<file path="src/rtl/pc_flag_unit_if.sv">
// Decode/ALU-side bus of the program-counter and flag stage.
// Handshake: there is no valid/ready pair. The stage consumes op/target/flags_we
// on every rising clk edge where stall=0, and stall=1 freezes it completely.
// master = decode/ALU side, slave = pc_flag_unit.
interface pc_flag_unit_if #(
    parameter int PC_W = 10
);
    logic            stall;
    logic [2:0]      op;
    logic [PC_W-1:0] target;
    logic            flags_we;
    logic            carry_in;
    logic            zero_in;
    logic [PC_W-1:0] pc;
    logic            carry_q;
    logic            zero_q;
    logic            taken;
    logic            stack_err;

    modport master (
        output stall, op, target, flags_we, carry_in, zero_in,
        input  pc, carry_q, zero_q, taken, stack_err
    );

    modport slave (
        input  stall, op, target, flags_we, carry_in, zero_in,
        output pc, carry_q, zero_q, taken, stack_err
    );
endinterface

</file>
<file path="src/rtl/pc_flag_unit.sv">
// Program-counter and condition-flag stage behind the 4-bit ALU.
// Latches the ALU carry/zero into architectural flags, resolves conditional
// jumps against the flags held before the edge, and drives the ROM address.
// Optional return-address stack for CALL/RET is enabled by defining the
// macro CALL_STACK_EN; without it op 110/111 behave as NEXT and stack_err=0.
module pc_flag_unit #(
    parameter int PC_W        = 10,
    parameter int STACK_DEPTH = 4
) (
    input  logic          clk,
    input  logic          reset,
    pc_flag_unit_if.slave bus
);
    localparam logic [2:0] OP_NEXT = 3'b000;
    localparam logic [2:0] OP_JMP  = 3'b001;
    localparam logic [2:0] OP_JZ   = 3'b010;
    localparam logic [2:0] OP_JNZ  = 3'b011;
    localparam logic [2:0] OP_JC   = 3'b100;
    localparam logic [2:0] OP_JNC  = 3'b101;
    localparam logic [2:0] OP_CALL = 3'b110;
    localparam logic [2:0] OP_RET  = 3'b111;

    // Depth must be a power of two so the pointer's low bits index the LIFO.
    if (STACK_DEPTH < 2 || (STACK_DEPTH & (STACK_DEPTH - 1)) != 0) begin : g_bad_depth
        $error("pc_flag_unit: STACK_DEPTH must be a power of two >= 2");
    end

    logic [PC_W-1:0] pc_q, pc_d, pc_inc;
    logic            carry_q, carry_d;
    logic            zero_q, zero_d;
    logic            taken_q, taken_d;

`ifdef CALL_STACK_EN
    localparam int SP_W  = $clog2(STACK_DEPTH + 1);
    localparam int IDX_W = $clog2(STACK_DEPTH);

    logic [PC_W-1:0]  stack_q [STACK_DEPTH];
    logic [SP_W-1:0]  sp_q, sp_d;
    logic [IDX_W-1:0] wr_idx, rd_idx;
    logic             err_q, err_d;
    logic             push_en;

    assign wr_idx = sp_q[IDX_W-1:0];
    assign rd_idx = wr_idx - IDX_W'(1);
`endif

    assign pc_inc = pc_q + PC_W'(1);

    // Next-state select: pc source, redirect marker, flag capture, stack effects.
    always_comb begin
        pc_d    = pc_inc;
        taken_d = 1'b0;
        carry_d = carry_q;
        zero_d  = zero_q;
`ifdef CALL_STACK_EN
        sp_d    = sp_q;
        err_d   = err_q;
        push_en = 1'b0;
`endif
        // Flags written here only affect the next cycle's jump decisions.
        if (bus.flags_we) begin
            carry_d = bus.carry_in;
            zero_d  = bus.zero_in;
        end
        case (bus.op)
            OP_JMP: begin
                pc_d    = bus.target;
                taken_d = 1'b1;
            end
            OP_JZ: if (zero_q) begin
                pc_d    = bus.target;
                taken_d = 1'b1;
            end
            OP_JNZ: if (!zero_q) begin
                pc_d    = bus.target;
                taken_d = 1'b1;
            end
            OP_JC: if (carry_q) begin
                pc_d    = bus.target;
                taken_d = 1'b1;
            end
            OP_JNC: if (!carry_q) begin
                pc_d    = bus.target;
                taken_d = 1'b1;
            end
`ifdef CALL_STACK_EN
            OP_CALL: begin
                if (sp_q == SP_W'(STACK_DEPTH)) begin
                    err_d = 1'b1;
                end else begin
                    push_en = 1'b1;
                    sp_d    = sp_q + SP_W'(1);
                    pc_d    = bus.target;
                    taken_d = 1'b1;
                end
            end
            OP_RET: begin
                if (sp_q == '0) begin
                    err_d = 1'b1;
                end else begin
                    sp_d    = sp_q - SP_W'(1);
                    pc_d    = stack_q[rd_idx];
                    taken_d = 1'b1;
                end
            end
`endif
            default: ; // OP_NEXT (and CALL/RET when the stack is absent)
        endcase
    end

    // Architectural pc/flag/taken registers; stall freezes everything.
    always_ff @(posedge clk or negedge reset) begin
        if (!reset) begin
            pc_q    <= '0;
            carry_q <= 1'b0;
            zero_q  <= 1'b0;
            taken_q <= 1'b0;
        end else if (!bus.stall) begin
            pc_q    <= pc_d;
            carry_q <= carry_d;
            zero_q  <= zero_d;
            taken_q <= taken_d;
        end
    end

`ifdef CALL_STACK_EN
    // Return-address LIFO, pointer and sticky error flag.
    always_ff @(posedge clk or negedge reset) begin
        if (!reset) begin
            sp_q  <= '0;
            err_q <= 1'b0;
            for (int i = 0; i < STACK_DEPTH; i++) begin
                stack_q[i] <= '0;
            end
        end else if (!bus.stall) begin
            sp_q  <= sp_d;
            err_q <= err_d;
            if (push_en) begin
                stack_q[wr_idx] <= pc_inc;
            end
        end
    end

    assign bus.stack_err = err_q;
`else
    assign bus.stack_err = 1'b0;
`endif

    assign bus.pc      = pc_q;
    assign bus.carry_q = carry_q;
    assign bus.zero_q  = zero_q;
    assign bus.taken   = taken_q;
endmodule
</file>
<file path="src/flat_wrapper.sv">
// flat-port wrapper written by rule: the top's interface ports become plain ports
module pc_flag_unit_flat 
#(
    parameter int PC_W        = 10,
    parameter int STACK_DEPTH = 4
)
  (clk, reset, bus_stall, bus_op, bus_target, bus_flags_we, bus_carry_in, bus_zero_in, bus_pc, bus_carry_q, bus_zero_q, bus_taken, bus_stack_err);
  pc_flag_unit_if #(.PC_W(PC_W)) bus_i ();
  input  logic clk;
  input  logic reset;
  input wire logic [$bits(bus_i.stall)-1:0] bus_stall;
  input wire logic [$bits(bus_i.op)-1:0] bus_op;
  input wire logic [$bits(bus_i.target)-1:0] bus_target;
  input wire logic [$bits(bus_i.flags_we)-1:0] bus_flags_we;
  input wire logic [$bits(bus_i.carry_in)-1:0] bus_carry_in;
  input wire logic [$bits(bus_i.zero_in)-1:0] bus_zero_in;
  output wire logic [$bits(bus_i.pc)-1:0] bus_pc;
  output wire logic [$bits(bus_i.carry_q)-1:0] bus_carry_q;
  output wire logic [$bits(bus_i.zero_q)-1:0] bus_zero_q;
  output wire logic [$bits(bus_i.taken)-1:0] bus_taken;
  output wire logic [$bits(bus_i.stack_err)-1:0] bus_stack_err;
  assign bus_i.stall = bus_stall;
  assign bus_i.op = bus_op;
  assign bus_i.target = bus_target;
  assign bus_i.flags_we = bus_flags_we;
  assign bus_i.carry_in = bus_carry_in;
  assign bus_i.zero_in = bus_zero_in;
  assign bus_pc = bus_i.pc;
  assign bus_carry_q = bus_i.carry_q;
  assign bus_zero_q = bus_i.zero_q;
  assign bus_taken = bus_i.taken;
  assign bus_stack_err = bus_i.stack_err;
  pc_flag_unit #(.PC_W(PC_W), .STACK_DEPTH(STACK_DEPTH)) u_core (.clk(clk), .reset(reset), .bus(bus_i));
endmodule
</file>
<file path="config.mk">
export PLATFORM = sky130hd
export DESIGN_NAME = pc_flag_unit_flat
export DESIGN_NICKNAME = d
export VERILOG_FILES = /design/src/rtl/pc_flag_unit_if.sv /design/src/rtl/pc_flag_unit.sv /design/src/flat_wrapper.sv
export SDC_FILE = /design/constraint.sdc
export NUM_CORES = 1
export LEC_CHECK = 0
export CAP_MARGIN = 30
export CORE_MARGIN = 2
export CORE_UTILIZATION = 43
export DETAILED_ROUTE_END_ITERATION = 12
export PLACE_DENSITY = 0.74
export SYNTH_ARGS = -nofsm -noshare
export SYNTH_HDL_FRONTEND = slang
export SYNTH_SLANG_ARGS = --single-unit
</file>
<file path="constraint.sdc">
create_clock -name clk -period 1.7 [get_ports clk]
set_input_delay 0.255 -clock clk [delete_from_list [all_inputs] [get_ports clk]]
set_output_delay 0.255 -clock clk [all_outputs]
set_load 0.02 [all_outputs]
</file>
==> metrics.md <==
| Metric | Value |
|---|---|
| # fillers | `roughly 160` |
| Crit path time final | `between 1.5 and 2 ns` |
| Initial DRC Count | `17` |
| Worst slack at placement | `-0.3351 ns` |
| Dpl hpwl | `1793 um` |
| Asr flop ratio synth | `100.0%` |
| Post-synthesis net count | `between 100 and 150` |
| Placed cell count | `163` |
| Nets | `164` |
| Crit Path Max Fanout | `7` |
| Core Rows | `16` |
| CP peak stage delay | `~0.64 ns` |
| PortBufs | `31` |
| Most frequent cell after synthesis | `dfrtp_1` |
| Antenna viol nets, final | `0` |
| Post-synth top cells | `13 x dfrtp_1, 12 x nand2_1, 8 x inv_1` |
| Max frequency | `roughly 0.61 GHz` |
| Sink Count | `13` |
| Crit path DAT | `approximately 1.4 ns` |
| Avg Cell Area, Syn | `between 9 and 10 um^2` |
| Initial antenna violation count | `0` |
| Hold Path Class | `input port to async pin` |
| RSZ-0062 raised after global routing | `false` |
| Top post-synthesis cells by area | `dfrtp_1 37%, a311o_1 5.7%, nand2_1 5.2%` |
| Cells after Synth | `96` |
| TritonCTS clock tree | `built` |
| Cell Pwr Density | `990.9 nW/um^2` |
| Layout cells sized above 1 | `between 20% and 30%` |
| Max Cap Viol | `0` |
| Post-Route Skew | `about 0.0041 ns` |
| Die Y-Extent | `just under 50 um` |
| Synth area leader | `dfrtp_1` |
| CP bufs+invs | `1` |
| Ant. Diodes | `0` |
| Area grow syn2layout | `60.03%` |
| Yosys top cell area share | `about 37%` |
| First-pass GRT wire length | `between 4000 and 5000 um` |
| Cell variety after synth | `38` |
| EDFF count, synth | `0` |
| Vias post-DR | `about 1000` |
| Req. time, crit path | `about 1.4 ns` |
| Status | `finished clean` |
| Vias per cell | `approximately 6` |
| Top-level port count | `33` |
| Initial Util | `44.97%` |
| Lkg Pwr | `slightly above 0.0006 uW` |
| Worst vdd ir | `a little over 0.7 mV` |
| Routability cong. | `~0.87` |
| Pin count of the biggest net entering global routing | `14` |
| # DRC | `0` |
| Drt first pass iters | `4` |
| H-tree levels | `1` |
| Crit path cell chain | `clkdlybuf4s50_1` |
| Critical Path Source Type | `flip-flop` |
| Final setup vio count | `0` |
| Synth warn | `0` |
| Worst-Skew Late Latency | `a little under 0.3 ns` |
| Main synth FF type | `dfrtp_1` |
| Synth Cell Area | `around 870 um^2` |
| Vias in the first global route | `between 800 and 900` |
| Slew Viols, Final | `0` |
| Total track usage | `between 20 and 25%` |
| Post-Route WL | `between 2000 and 3000 um` |
| CTS buffer count | `3` |
| Crit-path slowest cell | `clkdlybuf4s50_1` |
| GR Overflow Total | `0` |
| Hold Fails Final Rpt | `0` |
| Final core occ | `71.97%` |
| CP Capture Type | `primary output` |
| Clock buffer depth | `2` |
| Min setup slack post-route | `a little under 0.05 ns` |
| Seq/Total Area, Yosys | `roughly 37%` |
| Clock Pin Slew Worst Setup and Hold Paths | `0.09 ns` |
| Fin crit share | `~97%` |
| Critical path type | `flip-flop to primary output` |
| Clock Tree Root | `clkbuf_4` |
| Core footprint | `between 1500 and 2000 um^2` |
| Hold Slack | `about 0.27 ns` |
| Per-cell routed wire length | `14.86 um` |
| Die ar. | `between 2000 and 2500 um^2` |
| #FFs+latches synth | `13` |
| CP top delay family | `buffers and inverters` |
| Chip width | `~49 um` |
| Final cell count without fillers | `170` |
-- worst paths after layout --
kind,from,to,slack [ns],depth (start not counted)
setup / recovery,u_core.bus.pc[6],bus_pc[6],0.05,1
hold / removal,reset,u_core.bus.pc[3],0.27,2
setup reg to reg,u_core.bus.pc[1],u_core.bus.pc[8],0.11,5
hold reg to reg,u_core.bus.taken,u_core.bus.taken,0.52,2
max in group asynchronous,reset,u_core.bus.pc[6],1.25,2
min in group clk,u_core.bus.taken,u_core.bus.taken,0.52,2
-- layout make-up --
cell class	count	area (um^2)	area share, %
Tap cell	27	33.78	2.417
Multi-Input combinational cell	72	548.0	39.21
Timing Repair Buffer	46	434.2	31.07
Clock buffer	4	26.28	1.880
Inverter	8	30.03	2.149
Sequential cell	13	325.3	23.28
-- where the power goes --
| part | leakage (uW) | internal [uW] | switching, uW | total [uW] |
|---|---|---|---|---|
| clock network | 0.0000150 | 91.4 | 123 | 214 |
| logic | 0.000441 | 345 | 324 | 669 |
| registers | 0.000151 | 388 | 114 | 501 |
-- per-layer routing --
| layer | vias up | share of wire, % | global-route usage [%] |
|---|---|---|---|
| li1 | 477 | - | - |
| met4 | 0 | 1.3 | 5.714 |
| met1 | 476 | 45 | 27.06 |
| met3 | 6 | 7.2 | 5.828 |
| met2 | 45 | 47 | 36.26 |
| met5 | - | 0 | 0 |
-- layout by cell type (no fill, tap or decap), drive strengths merged, types with 2 or more instances in the layout --
cell	n
nor2b	2
o22ai	2
dlymetal6s2s	5
dfrtp	13
and2	3
clkbuf	4
o41ai	3
mux2	2
nand2	13
and4	2
nand3	3
a22oi	2
buf	15
a311o	5
clkdlybuf4s50	25
inv	8
nor2	4
a31oi	2
o21ai	3
o211ai	2
or3	2
o311ai	3
nand4	3
a2111oi	4
-- kinds of logic (layout without fill, tap and decap cells) --
group	count (synthesis)	in the layout	synth area share, %
and+or+nand+nor	36	36	21.92
AOI/OAI and AO/OA	31	32	30.80
DFF	13	13	37.25
buffers and inverters	12	58	5.588
muxes	2	2	2.579
adders and majority gates	1	1	1.432
other	1	1	0.4294
-- flip-flops by register name (all words and copies together), names as in the netlist --
| name | count |
|---|---|
| u_core.bus.carry_q | 1 |
| u_core.bus.pc | 10 |
| u_core.bus.taken | 1 |
| u_core.bus.zero_q | 1 |
-- what timing repair did --
action | 4_1_cts | 5_1_grt
setup buffers | 0 | 2
hold buffers | 0 | 0
pin swaps | 0 | 1
resized for setup | 3 | 9
cloned | 0 | 1
endpoints found under the setup margin | 5 | 10
-- metrics by stage --
step / total power (uW) / cell area [um^2] / TNS, ns
finish: 1385 / 1398 / 0
global route: 1458 / 1398 / 0
CTS: 1367 / 1341 / 0
detailed placement: 1157 / 1296 / -2.801
global placement: 1139 / 1296 / -2.206
floorplan: 814.7 / 873.3 / 0
No activity file was read; power rests on OpenSTA's default activity.
